File: src/rtl/icache_axi_rd_bridge_pkg.sv
// ============================================================================
//  Module   : icache_axi_rd_bridge_pkg
//  Purpose  : AXI constants and the latched icache read-request type.
//  Revision : 1.0 - initial release
// ============================================================================
`timescale 1ns/1ps
`default_nettype none

package icache_axi_rd_bridge_pkg;

  localparam logic [1:0] AXI_BURST_INCR = 2'b01;
  localparam logic [2:0] AXI_SIZE_4B    = 3'b010;
  localparam logic [1:0] AXI_RESP_OKAY  = 2'b00;

  typedef struct packed {
    logic [31:0] addr;
    logic [7:0]  len;
  } icache_rd_req_t;

endpackage

`default_nettype wire

File: src/rtl/icache_axi_rd_bridge.sv
// ============================================================================
//  Module   : icache_axi_rd_bridge
//  Purpose  : Turns one icache read request into a single AXI4 INCR read burst
//             and streams the returned words back, one per cycle.
//  Revision : 1.0 - initial release
// ============================================================================
`timescale 1ns/1ps
`default_nettype none

module icache_axi_rd_bridge
  import icache_axi_rd_bridge_pkg::*;
#(
  parameter int ID_WIDTH = 4,
  parameter int AXI_ID   = 0,
  parameter int MAX_LEN  = 16
) (
  input  logic                clk,
  input  logic                rst,
  input  logic                addr_valid_i,
  input  logic [31:0]         addr_i,
  input  logic [7:0]          data_len_i,
  output logic                resp_ready_o,
  output logic                data_valid_o,
  output logic [31:0]         data_o,
  output logic                bus_err_o,
  input  logic                cancel_i,
  output logic [ID_WIDTH-1:0] arid,
  output logic [31:0]         araddr,
  output logic [7:0]          arlen,
  output logic [2:0]          arsize,
  output logic [1:0]          arburst,
  output logic                arvalid,
  input  logic                arready,
  input  logic [ID_WIDTH-1:0] rid,
  input  logic [31:0]         rdata,
  input  logic [1:0]          rresp,
  input  logic                rlast,
  input  logic                rvalid,
  output logic                rready
);

  typedef enum logic [1:0] {
    S_IDLE  = 2'd0,
    S_AR    = 2'd1,
    S_RDATA = 2'd2,
    S_DRAIN = 2'd3
  } state_e;

  localparam logic [7:0]          MAX_LEN_W = 8'(MAX_LEN);
  localparam logic [ID_WIDTH-1:0] AXI_ID_W  = ID_WIDTH'(AXI_ID);

  state_e         state_q, state_d;
  icache_rd_req_t req_q, req_d;
  logic [7:0]     beat_cnt_q, beat_cnt_d;
  logic           err_q, err_d;
  logic           cancel_q, cancel_d;
  logic           resp_zero_q, resp_zero_d;
  logic           data_valid_q, data_valid_d;
  logic [31:0]    data_q, data_d;
  logic           bus_err_q, bus_err_d;

  logic [7:0]     len_clamp;
  logic           cancel_any;
  logic           beat_ok;
  logic           last_exp;
  logic           err_beat;

  // arlen is words-1; the guard keeps it at 0 out of reset.
  assign arlen   = req_q.len - 8'(req_q.len != 8'd0);
  assign araddr  = req_q.addr;
  assign arid    = AXI_ID_W;
  assign arsize  = AXI_SIZE_4B;
  assign arburst = AXI_BURST_INCR;
  assign arvalid = (state_q == S_AR);
  assign rready  = (state_q == S_RDATA) || (state_q == S_DRAIN);

  assign cancel_any   = cancel_q | cancel_i;
  assign resp_ready_o = resp_zero_q | ((state_q == S_AR) & arready & ~cancel_any);
  assign data_valid_o = data_valid_q;
  assign data_o       = data_q;
  assign bus_err_o    = bus_err_q;

  always_comb begin
    len_clamp    = (data_len_i > MAX_LEN_W) ? MAX_LEN_W : data_len_i;
    beat_ok      = (state_q == S_RDATA) && rvalid && (rid == AXI_ID_W);
    last_exp     = (beat_cnt_q == arlen);
    // Burst length mismatch shows up as rlast disagreeing with the expected last beat.
    err_beat     = err_q | (rresp != AXI_RESP_OKAY) | (last_exp != rlast);

    state_d      = state_q;
    req_d        = req_q;
    beat_cnt_d   = beat_cnt_q;
    err_d        = err_q;
    cancel_d     = cancel_q;
    resp_zero_d  = 1'b0;
    data_valid_d = 1'b0;
    data_d       = data_q;
    bus_err_d    = 1'b0;

    case (state_q)
      S_IDLE: begin
        if (addr_valid_i) begin
          if (len_clamp == 8'd0) begin
            resp_zero_d = 1'b1;
          end else begin
            req_d.addr = addr_i;
            req_d.len  = len_clamp;
            beat_cnt_d = 8'd0;
            err_d      = 1'b0;
            cancel_d   = 1'b0;
            state_d    = S_AR;
          end
        end
      end
      S_AR: begin
        cancel_d = cancel_any;
        if (arready) begin
          state_d = cancel_any ? S_DRAIN : S_RDATA;
        end
      end
      S_RDATA: begin
        if (beat_ok) begin
          data_d       = rdata;
          data_valid_d = 1'b1;
          beat_cnt_d   = beat_cnt_q + 8'd1;
          err_d        = err_beat;
          if (last_exp || rlast) begin
            bus_err_d = err_beat;
            state_d   = (last_exp && !rlast) ? S_DRAIN : S_IDLE;
          end else if (cancel_i) begin
            state_d = S_DRAIN;
          end
        end else if (cancel_i) begin
          state_d = S_DRAIN;
        end
      end
      S_DRAIN: begin
        if (rvalid && rlast) begin
          state_d = S_IDLE;
        end
      end
      default: state_d = S_IDLE;
    endcase
  end

  always_ff @(posedge clk) begin
    if (rst) begin
      state_q      <= S_IDLE;
      req_q        <= '0;
      beat_cnt_q   <= 8'd0;
      err_q        <= 1'b0;
      cancel_q     <= 1'b0;
      resp_zero_q  <= 1'b0;
      data_valid_q <= 1'b0;
      data_q       <= 32'd0;
      bus_err_q    <= 1'b0;
    end else begin
      state_q      <= state_d;
      req_q        <= req_d;
      beat_cnt_q   <= beat_cnt_d;
      err_q        <= err_d;
      cancel_q     <= cancel_d;
      resp_zero_q  <= resp_zero_d;
      data_valid_q <= data_valid_d;
      data_q       <= data_d;
      bus_err_q    <= bus_err_d;
    end
  end

endmodule

`default_nettype wire

File: config.mk
export PLATFORM = sky130hd
export DESIGN_NAME = icache_axi_rd_bridge
export DESIGN_NICKNAME = d
export VERILOG_FILES = /design/src/rtl/icache_axi_rd_bridge_pkg.sv /design/src/rtl/icache_axi_rd_bridge.sv
export SDC_FILE = /design/constraint.sdc
export NUM_CORES = 1
export LEC_CHECK = 0
export BUFFER_PORTS_ARGS = -buffer_cell sky130_fd_sc_hd__buf_4
export CORE_AREA = 2 2 101 103
export CTS_CLUSTER_DIAMETER = 50
export DETAILED_ROUTE_END_ITERATION = 10
export DIE_AREA = 0 0 103 105
export PLACE_DENSITY = 0.82
export SETUP_SLACK_MARGIN = 0.05
export SKIP_LAST_GASP = 1
export SLEW_MARGIN = 10
export SYNTH_ARGS = -nofsm -noshare
export SYNTH_HDL_FRONTEND = slang
export SYNTH_SLANG_ARGS = --single-unit
export TNS_END_PERCENT = 5
File: constraint.sdc
create_clock -name clk -period 4.4 [get_ports clk]
set_clock_uncertainty 0.2 [all_clocks]
set_input_delay 0.44 -clock clk [delete_from_list [all_inputs] [get_ports clk]]
set_output_delay 0.44 -clock clk [all_outputs]
set_load 0.005 [all_outputs]
==> metrics.md, run 1 <==
| Metric | Value |
|---|---|
| Commonest cells post-synth | `nand2_1, dfxtp_1, a21oi_1` |
| # setup viols final | `0` |
| CP required | `4.41 ns` |
| P_int | `1.184 mW` |
| Syn_area_per_cell | `7.973 um2` |
| PortBufs | `161` |
| Total GRT Usage | `0.1712` |
| Die area | `10820 um2` |
| Grt total ovfl | `0` |
| Critical path peak fanout | `8` |
| Combinational Power Share | `0.162` |
| CP max stage delay | `~0.46 ns` |
| Measured slew at the worst slew-check pin | `around 0.83 ns` |
| Clock network fraction of total power | `0.321` |
| WL per Instance | `about 13 um` |
| Unique masters post-synth | `52` |
| EDFF count, synth | `0` |
| Routability cong. | `0.8427` |
| CTS max path bufs | `2` |
| Core Box Area | `9639 um2` |
| Max-cap violation count | `0` |
| Register bit total from synthesis | `87` |
| Hpwl dp | `7.038 mm` |
| Power per standard cell area | `between 300 and 400 nW/um2` |
| Share of layout cells above drive strength 1 | `0.3230` |
| Antenna-violating nets left | `0` |
| R2R Path Start | `req_q[3]` |
| Setup slack, reg-to-reg | `0.66 ns` |
| Async set-reset flop share out of synthesis | `0` |
| Post-CTS Setup Bufs | `0` |
| Slew Limit Fails | `0` |
| Main area contributors after synthesis | `dfxtp_1, nand2_1, a21oi_1` |
| First-pass GRT wire length | `14.88 mm` |
| Residual DRC | `0` |
| Static leakage | `2.231 nW` |
| RSZ-0062 raised after global routing | `false` |
| Area leader, netlist | `dfxtp_1` |
| Worst hold path class | `primary input to flop` |
| Switching power | `421.0 uW` |
| Synth Flop Type | `dfxtp_1` |
| Gate Count Post-Synth | `492` |
| DR vias | `~3.6k` |
| Vias in the first global route | `3362` |
| Worst-Skew Late Latency | `0.35 ns` |
| # diodes | `0` |
| Sw Share | `0.2622` |
| CTS tree | `built` |
| Startpoint Class | `flop` |
| Hold Violations, Final | `0` |
| H-tree Lvls | `3` |
| Via-to-Cell Ratio | `between 4 and 5` |
| Setup crit end kind | `flop` |
| Synth Cell Area | `3923 um2` |
| Initial Util | `0.4069` |
| Final #Nets | `695` |
| Post-CTS sizing | `0` |
| Run status | `completed` |
| Num CTS Buffers | `9` |
| Most common cell in the netlist | `nand2_1` |
| Chip Height | `105 um` |
| CP max stage cell | `or3_4` |
| Length of the first detailed-routing pass in iterations | `4` |
| TNS Setup | `0 ns` |
| Max rail drop VDD | `0.1675 mV` |
| P&R area growth vs syn | `29.98%` |
| Post-synthesis sequential area ratio | `0.4440` |
| Crit path DAT | `3.75 ns` |
| I/O pin count | `171` |
| Root Buffer | `clkbuf_8` |
| Final worst path period share | `0.8500` |
| Hold-fix buffers, CTS | `0` |
| Power, Total | `1.605 mW` |
| Worst Reg2Reg Path Length in Cells | `14` |
| DP Worst Slack | `about 0.73 ns` |
| Worst Slack Setup Final | `between 0.6 and 0.7 ns` |
| Slew margin rel. | `0.4491` |
| FILL cells | `904` |
| Hold path cells | `3` |
| Sequential power share | `0.517` |
| Initial antenna violation count | `0` |
| Clk sinks | `87` |
| Worst-path cell chain | `or3_4 > nor2_1 > nand2_1 > ha_1 > or3b_1 > xor3_4 > o311ai_0 > nor4_1 > nand3b_1 > ha_1 > or3_1 > mux2i_1 > o221a_2 > nor2_1` |
| Maximum number of pins on one net before global-route repair | `slightly above 80` |
| CP Class | `flop to flop` |
| Fin crit period | `3.740 ns` |
| End of the worst register-to-register path | `state_q[0]` |
| Min-delay src | `rdata[12]` |
| Rows | `36` |
| Synth Warn # | `0` |
| 1st-iter DRT viols | `170` |
| Final core utilization | `0.5289` |
| Max Clk Rate | `267.4 MHz` |
| Worst-path clk slew | `0.09 ns` |
| WHS Endpoint | `data_o[12]` |
| Routed wire length | `9.583 mm` |
| Top-area cell type share of the netlist area | `0.4440` |
| DIE WIDTH | `about 100 um` |
==> through the flow <==
| stage | instances | area (um2) | hold slack [ns] |
|---|---|---|---|
| final | 743 | 5099 | 0.1251 |
| after global routing | 743 | 5099 | 0.1085 |
| after CTS | 743 | 5097 | 0.1092 |
| after detailed placement | 727 | 4913 | 0.2429 |
| after global placement | 727 | 4913 | 0.2430 |
| after floorplan | 499 | 3949 | 0.2268 |
==> layout make-up <==
type,instances,area (um2),share of cell area
clock buffers,11,151.4,0.02969
clock inverters,5,32.53,0.006380
inverters,6,22.52,0.004417
multi-input cells,337,1753,0.3438
flip-flops and latches,87,1742,0.3416
repair buffers,164,1231,0.2415
well taps,133,166.4,0.03264
==> registers in the layout, indices dropped and copies added, names as in the netlist, 2 cells and up <==
signal,flops
araddr,32
beat_cnt_q,8
data_o,32
req_q,8
state_q,2
==> metal layers <==
metal | up-vias | wire, um | part of all wire | GRT usage
li1 | 1803 | - | - | -
met1 | 1678 | 3915 | 0.41 | 0.1933
met2 | 138 | 4860 | 0.51 | 0.2973
met3 | 15 | 666 | 0.069 | 0.04682
met4 | 0 | 142 | 0.015 | 0.07143
met5 | - | 0 | 0 | 0
==> cell usage in the layout, fill, tap and decap left out, drive strengths merged, types with 2 or more instances in the layout <==
master / count
nor3: 6
nand2: 144
clkbuf: 11
dfxtp: 87
nor4: 6
or2: 2
ha: 5
or3: 3
or3b: 2
inv: 6
xnor2: 3
xor2: 11
a211oi: 2
nand3: 6
nand4: 2
or4: 3
nor3b: 3
and3: 3
clkinv: 5
nand2b: 3
nor2: 20
o21ai: 7
nor2b: 3
and2: 3
a21oi: 75
buf: 164
conb: 9
==> worst max-delay path, delay by kind of cell, from the launching register on <==
kind | cells | cell delay (ns)
AND/OR/NAND/NOR | 8 | 1.79
flip-flops | 1 | 0.41
AO/OA/AOI/OAI | 2 | 0.34
adder cells (fa/ha/maj) | 2 | 0.42
XOR/XNOR | 1 | 0.26
multiplexers | 1 | 0.18
==> how the worst max path moves through the flow <==
stage                     slack [ns]     start         end
after floorplan                 1.05  req_q[3]  state_q[0]
after global placement          0.85  req_q[3]  state_q[0]
after detailed placement        0.73  req_q[3]  state_q[0]
after CTS                       0.70  req_q[3]  state_q[0]
after global routing            0.45  req_q[3]  state_q[1]
final                           0.66  req_q[3]  state_q[0]
==> power groups by stage <==
| stage | Clock (mW) | Sequential (mW) | Combinational, mW |
|---|---|---|---|
| final | 0.516 | 0.829 | 0.260 |
| after global routing | 0.568 | 0.833 | 0.288 |
| after global placement | 0 | 0.846 | 0.253 |
| after CTS | 0.536 | 0.829 | 0.261 |
| after detailed placement | 0 | 0.848 | 0.260 |
| after floorplan | 0 | 0.842 | 0.161 |
==> cell families after synthesis <==
logic type	after synthesis	synth area share
other	2	0.001915
AOI/OAI and AO/OA	94	0.1327
DFF	87	0.4440
and+or+nand+nor	213	0.2459
xor gates and xnor gates	15	0.03828
buffers and inverters	75	0.1187
muxes	1	0.002552
adders and majority gates	5	0.01595
(Power assumes the default switching activity.)
==> run 2, diff against run 1 <==
Clock period 4.4 ns to 3.7 ns, I/O delays scaled along.
==> run 2 against run 1 <==
Compared with the run above: utilization up 0.92 points; combinational power up 23%; clock power up 41%; flip-flop and latch count unchanged; largest cell class unchanged; via count down 0.80%.
==> metrics.md, run 2 (synthesis results as in run 1) <==
| Metric | Value |
|---|---|
| CTS tree | `built` |
| Commonest non-fill, non-tap cell in the layout | `buf_4` |
| Final #Nets | `699 (+0.58%)` |
| DIE WIDTH | `103 um (unchanged)` |
| Startpoint Class | `flop` |
| Clk sinks | `87 (unchanged)` |
| RSZ-0062 raised after global routing | `false` |
| First-pass GRT wire length | `14.97 mm (+0.56%)` |
| Chip Height | `105 um (unchanged)` |
| Worst hold path class | `primary input to flop` |
| WL per Instance | `12.95 um (+0.38%)` |
| Fin crit period | `3.504 ns (-0.2358 ns)` |
| P_int | `1.518 mW (+28%)` |
| Vias in the first global route | `3406 (+1.3%)` |
| Switching power | `513.9 uW (+22%)` |
| Combinational Power Share | `0.158 (-0.004)` |
| DR vias | `3605 (-0.80%)` |
| Num CTS Buffers | `9 (unchanged)` |
| Crit path DAT | `3.52 ns (-0.23 ns)` |
| H-tree Lvls | `3 (unchanged)` |
| Critical path peak fanout | `6 (-2)` |
| Die area | `10820 um2 (unchanged)` |
| CP Class | `flop to flop` |
| Share of layout cells above drive strength 1 | `0.3371 (+0.01418)` |
| Slew Limit Fails | `0 (unchanged)` |
| Core Box Area | `9639 um2 (unchanged)` |
| Via-to-Cell Ratio | `4.826 (-1.3%)` |
| Top sig layer | `met4` |
| I/O pin count | `171 (unchanged)` |
| Setup crit end kind | `flop` |
| # setup viols final | `0 (unchanged)` |
| Residual DRC | `0 (unchanged)` |
| Sequential power share | `0.486 (-0.031)` |
| Grt total ovfl | `0 (unchanged)` |
| Met1 WL | `3.931 mm (+0.41%)` |
| Register area | `1745 um2 (+0.22%)` |
| Worst-Skew Late Latency | `0.35 ns (about the same)` |
| Rows | `36 (unchanged)` |
| CP required | `3.71 ns (-0.70 ns)` |
| Setup slack, reg-to-reg | `0.20 ns (-0.46 ns)` |
| Hold Violations, Final | `0 (unchanged)` |
| Static leakage | `2.263 nW (+1.5%)` |
| Initial Util | `0.4069 (unchanged)` |
| Slew margin rel. | `0.4424 (-0.006650)` |
| Hpwl dp | `7.178 mm (+2.0%)` |
| Max-cap violation count | `0 (unchanged)` |
| Routability cong. | `0.8590 (+1.9%)` |
| Max Clk Rate | `285.4 MHz (+6.7%)` |
| Root Buffer | `clkbuf_8` |
| Initial antenna violation count | `0 (unchanged)` |
| Length of the first detailed-routing pass in iterations | `4 (unchanged)` |
| # diodes | `0 (unchanged)` |
| Max rail drop VDD | `0.2063 mV (+23%)` |
| Run status | `completed` |
| Met3 WL | `625 um (-6.2%)` |
| Total GRT Usage | `0.1726 (+0.001475)` |
| Routed wire length | `9.671 mm (+0.92%)` |
| PortBufs | `161 (unchanged)` |
| TNS Setup | `0 ns (unchanged)` |
| P&R area growth vs syn | `32.25%` |
| Sw Share | `0.2529 (-0.009324)` |
| Worst-path clk slew | `0.09 ns (about the same)` |
| Routed wl met2 | `4.927 mm (+1.4%)` |
| Power per standard cell area | `391.7 nW/um2 (+24%)` |
| Most frequent cells in the layout | `buf_4, nand2_1, dfxtp_1` |
| Final worst path period share | `0.9471 (+0.09708)` |
| Worst Slack Setup Final | `0.1959 ns (-0.4642 ns)` |
| DP Worst Slack | `0.08929 ns (-0.6430 ns)` |
| Antenna-violating nets left | `0 (unchanged)` |
| FILL cells | `870 (-3.8%)` |
| Clock network fraction of total power | `0.357 (+0.036)` |
| Area of the multi-input gates | `1773 um2 (+1.1%)` |
| 1st-iter DRT viols | `143 (-16%)` |
| CTS max path bufs | `2 (unchanged)` |
| Maximum number of pins on one net before global-route repair | `82 (unchanged)` |
| Measured slew at the worst slew-check pin | `0.8363 ns (+0.009975 ns)` |
run 2: area by class of cell:
class / instances / share of cell area
clock buffers: 9 / 0.02388
clock inverters: 7 / 0.01833
inverters: 6 / 0.004342
multi-input cells: 337 / 0.3418
flip-flops and latches: 87 / 0.3365
well taps: 133 / 0.03208
repair buffers: 168 / 0.2431
run 2: timing repair:
item / 4_1_cts / 5_1_grt
endpoints found under the setup margin: 0 / 4
hold buffers: 0 / 0
gates resized for setup: 0 / 9
endpoints found under the hold margin: 0 / 0
buffers inserted: 0 / 2
run 2: metrics by stage:
step	instance area [um2]	instances	power [mW]	utilization	hold slack, ns
global route	5187	747	2.132	0.5382	0.02909
floorplan	3949	499	1.193	-	0.2268
CTS	5147	745	2.047	0.5340	0.02835
global placement	4928	729	1.309	0.5113	0.2426
finish	5187	747	2.032	0.5382	0.04745
detailed placement	4928	729	1.321	0.5113	0.2500
run 2: final timing paths:
path	from	to	depth (start not counted)
min reg2reg	data_o[3]	data_o[3]	2
max reg2reg	req_q[4]	state_q[0]	14
min	rdata[17]	data_o[17]	3
max	req_q[4]	state_q[0]	14
run 2: per-layer routing:
layer,GRT usage,up-vias
met5,0,-
met4,0.06955,0
met3,0.04214,18
met2,0.3080,122
met1,0.1920,1664
li1,-,1801
run 2: power by group through the flow:
stage,clock network (mW),registers (mW),logic (mW)
finish,0.725,0.987,0.321
floorplan,0,1.00,0.192
global placement,0,1.01,0.302
CTS,0.748,0.987,0.313
detailed placement,0,1.01,0.312
global route,0.788,0.990,0.354
run 2: worst max-delay path: stages (launching register included):
cell and delay, ns:
dfxtp_4 0.37, or3_4 0.42, nor2_2 0.10, nand2_1 0.07, ha_2 0.19, or3b_4 0.27, xor3_4 0.21, o311ai_1 0.11
nor4_2 0.33, nand3b_1 0.12, ha_2 0.21, or3_4 0.37, mux2i_1 0.18, o221a_2 0.20, nor2_1 0.03
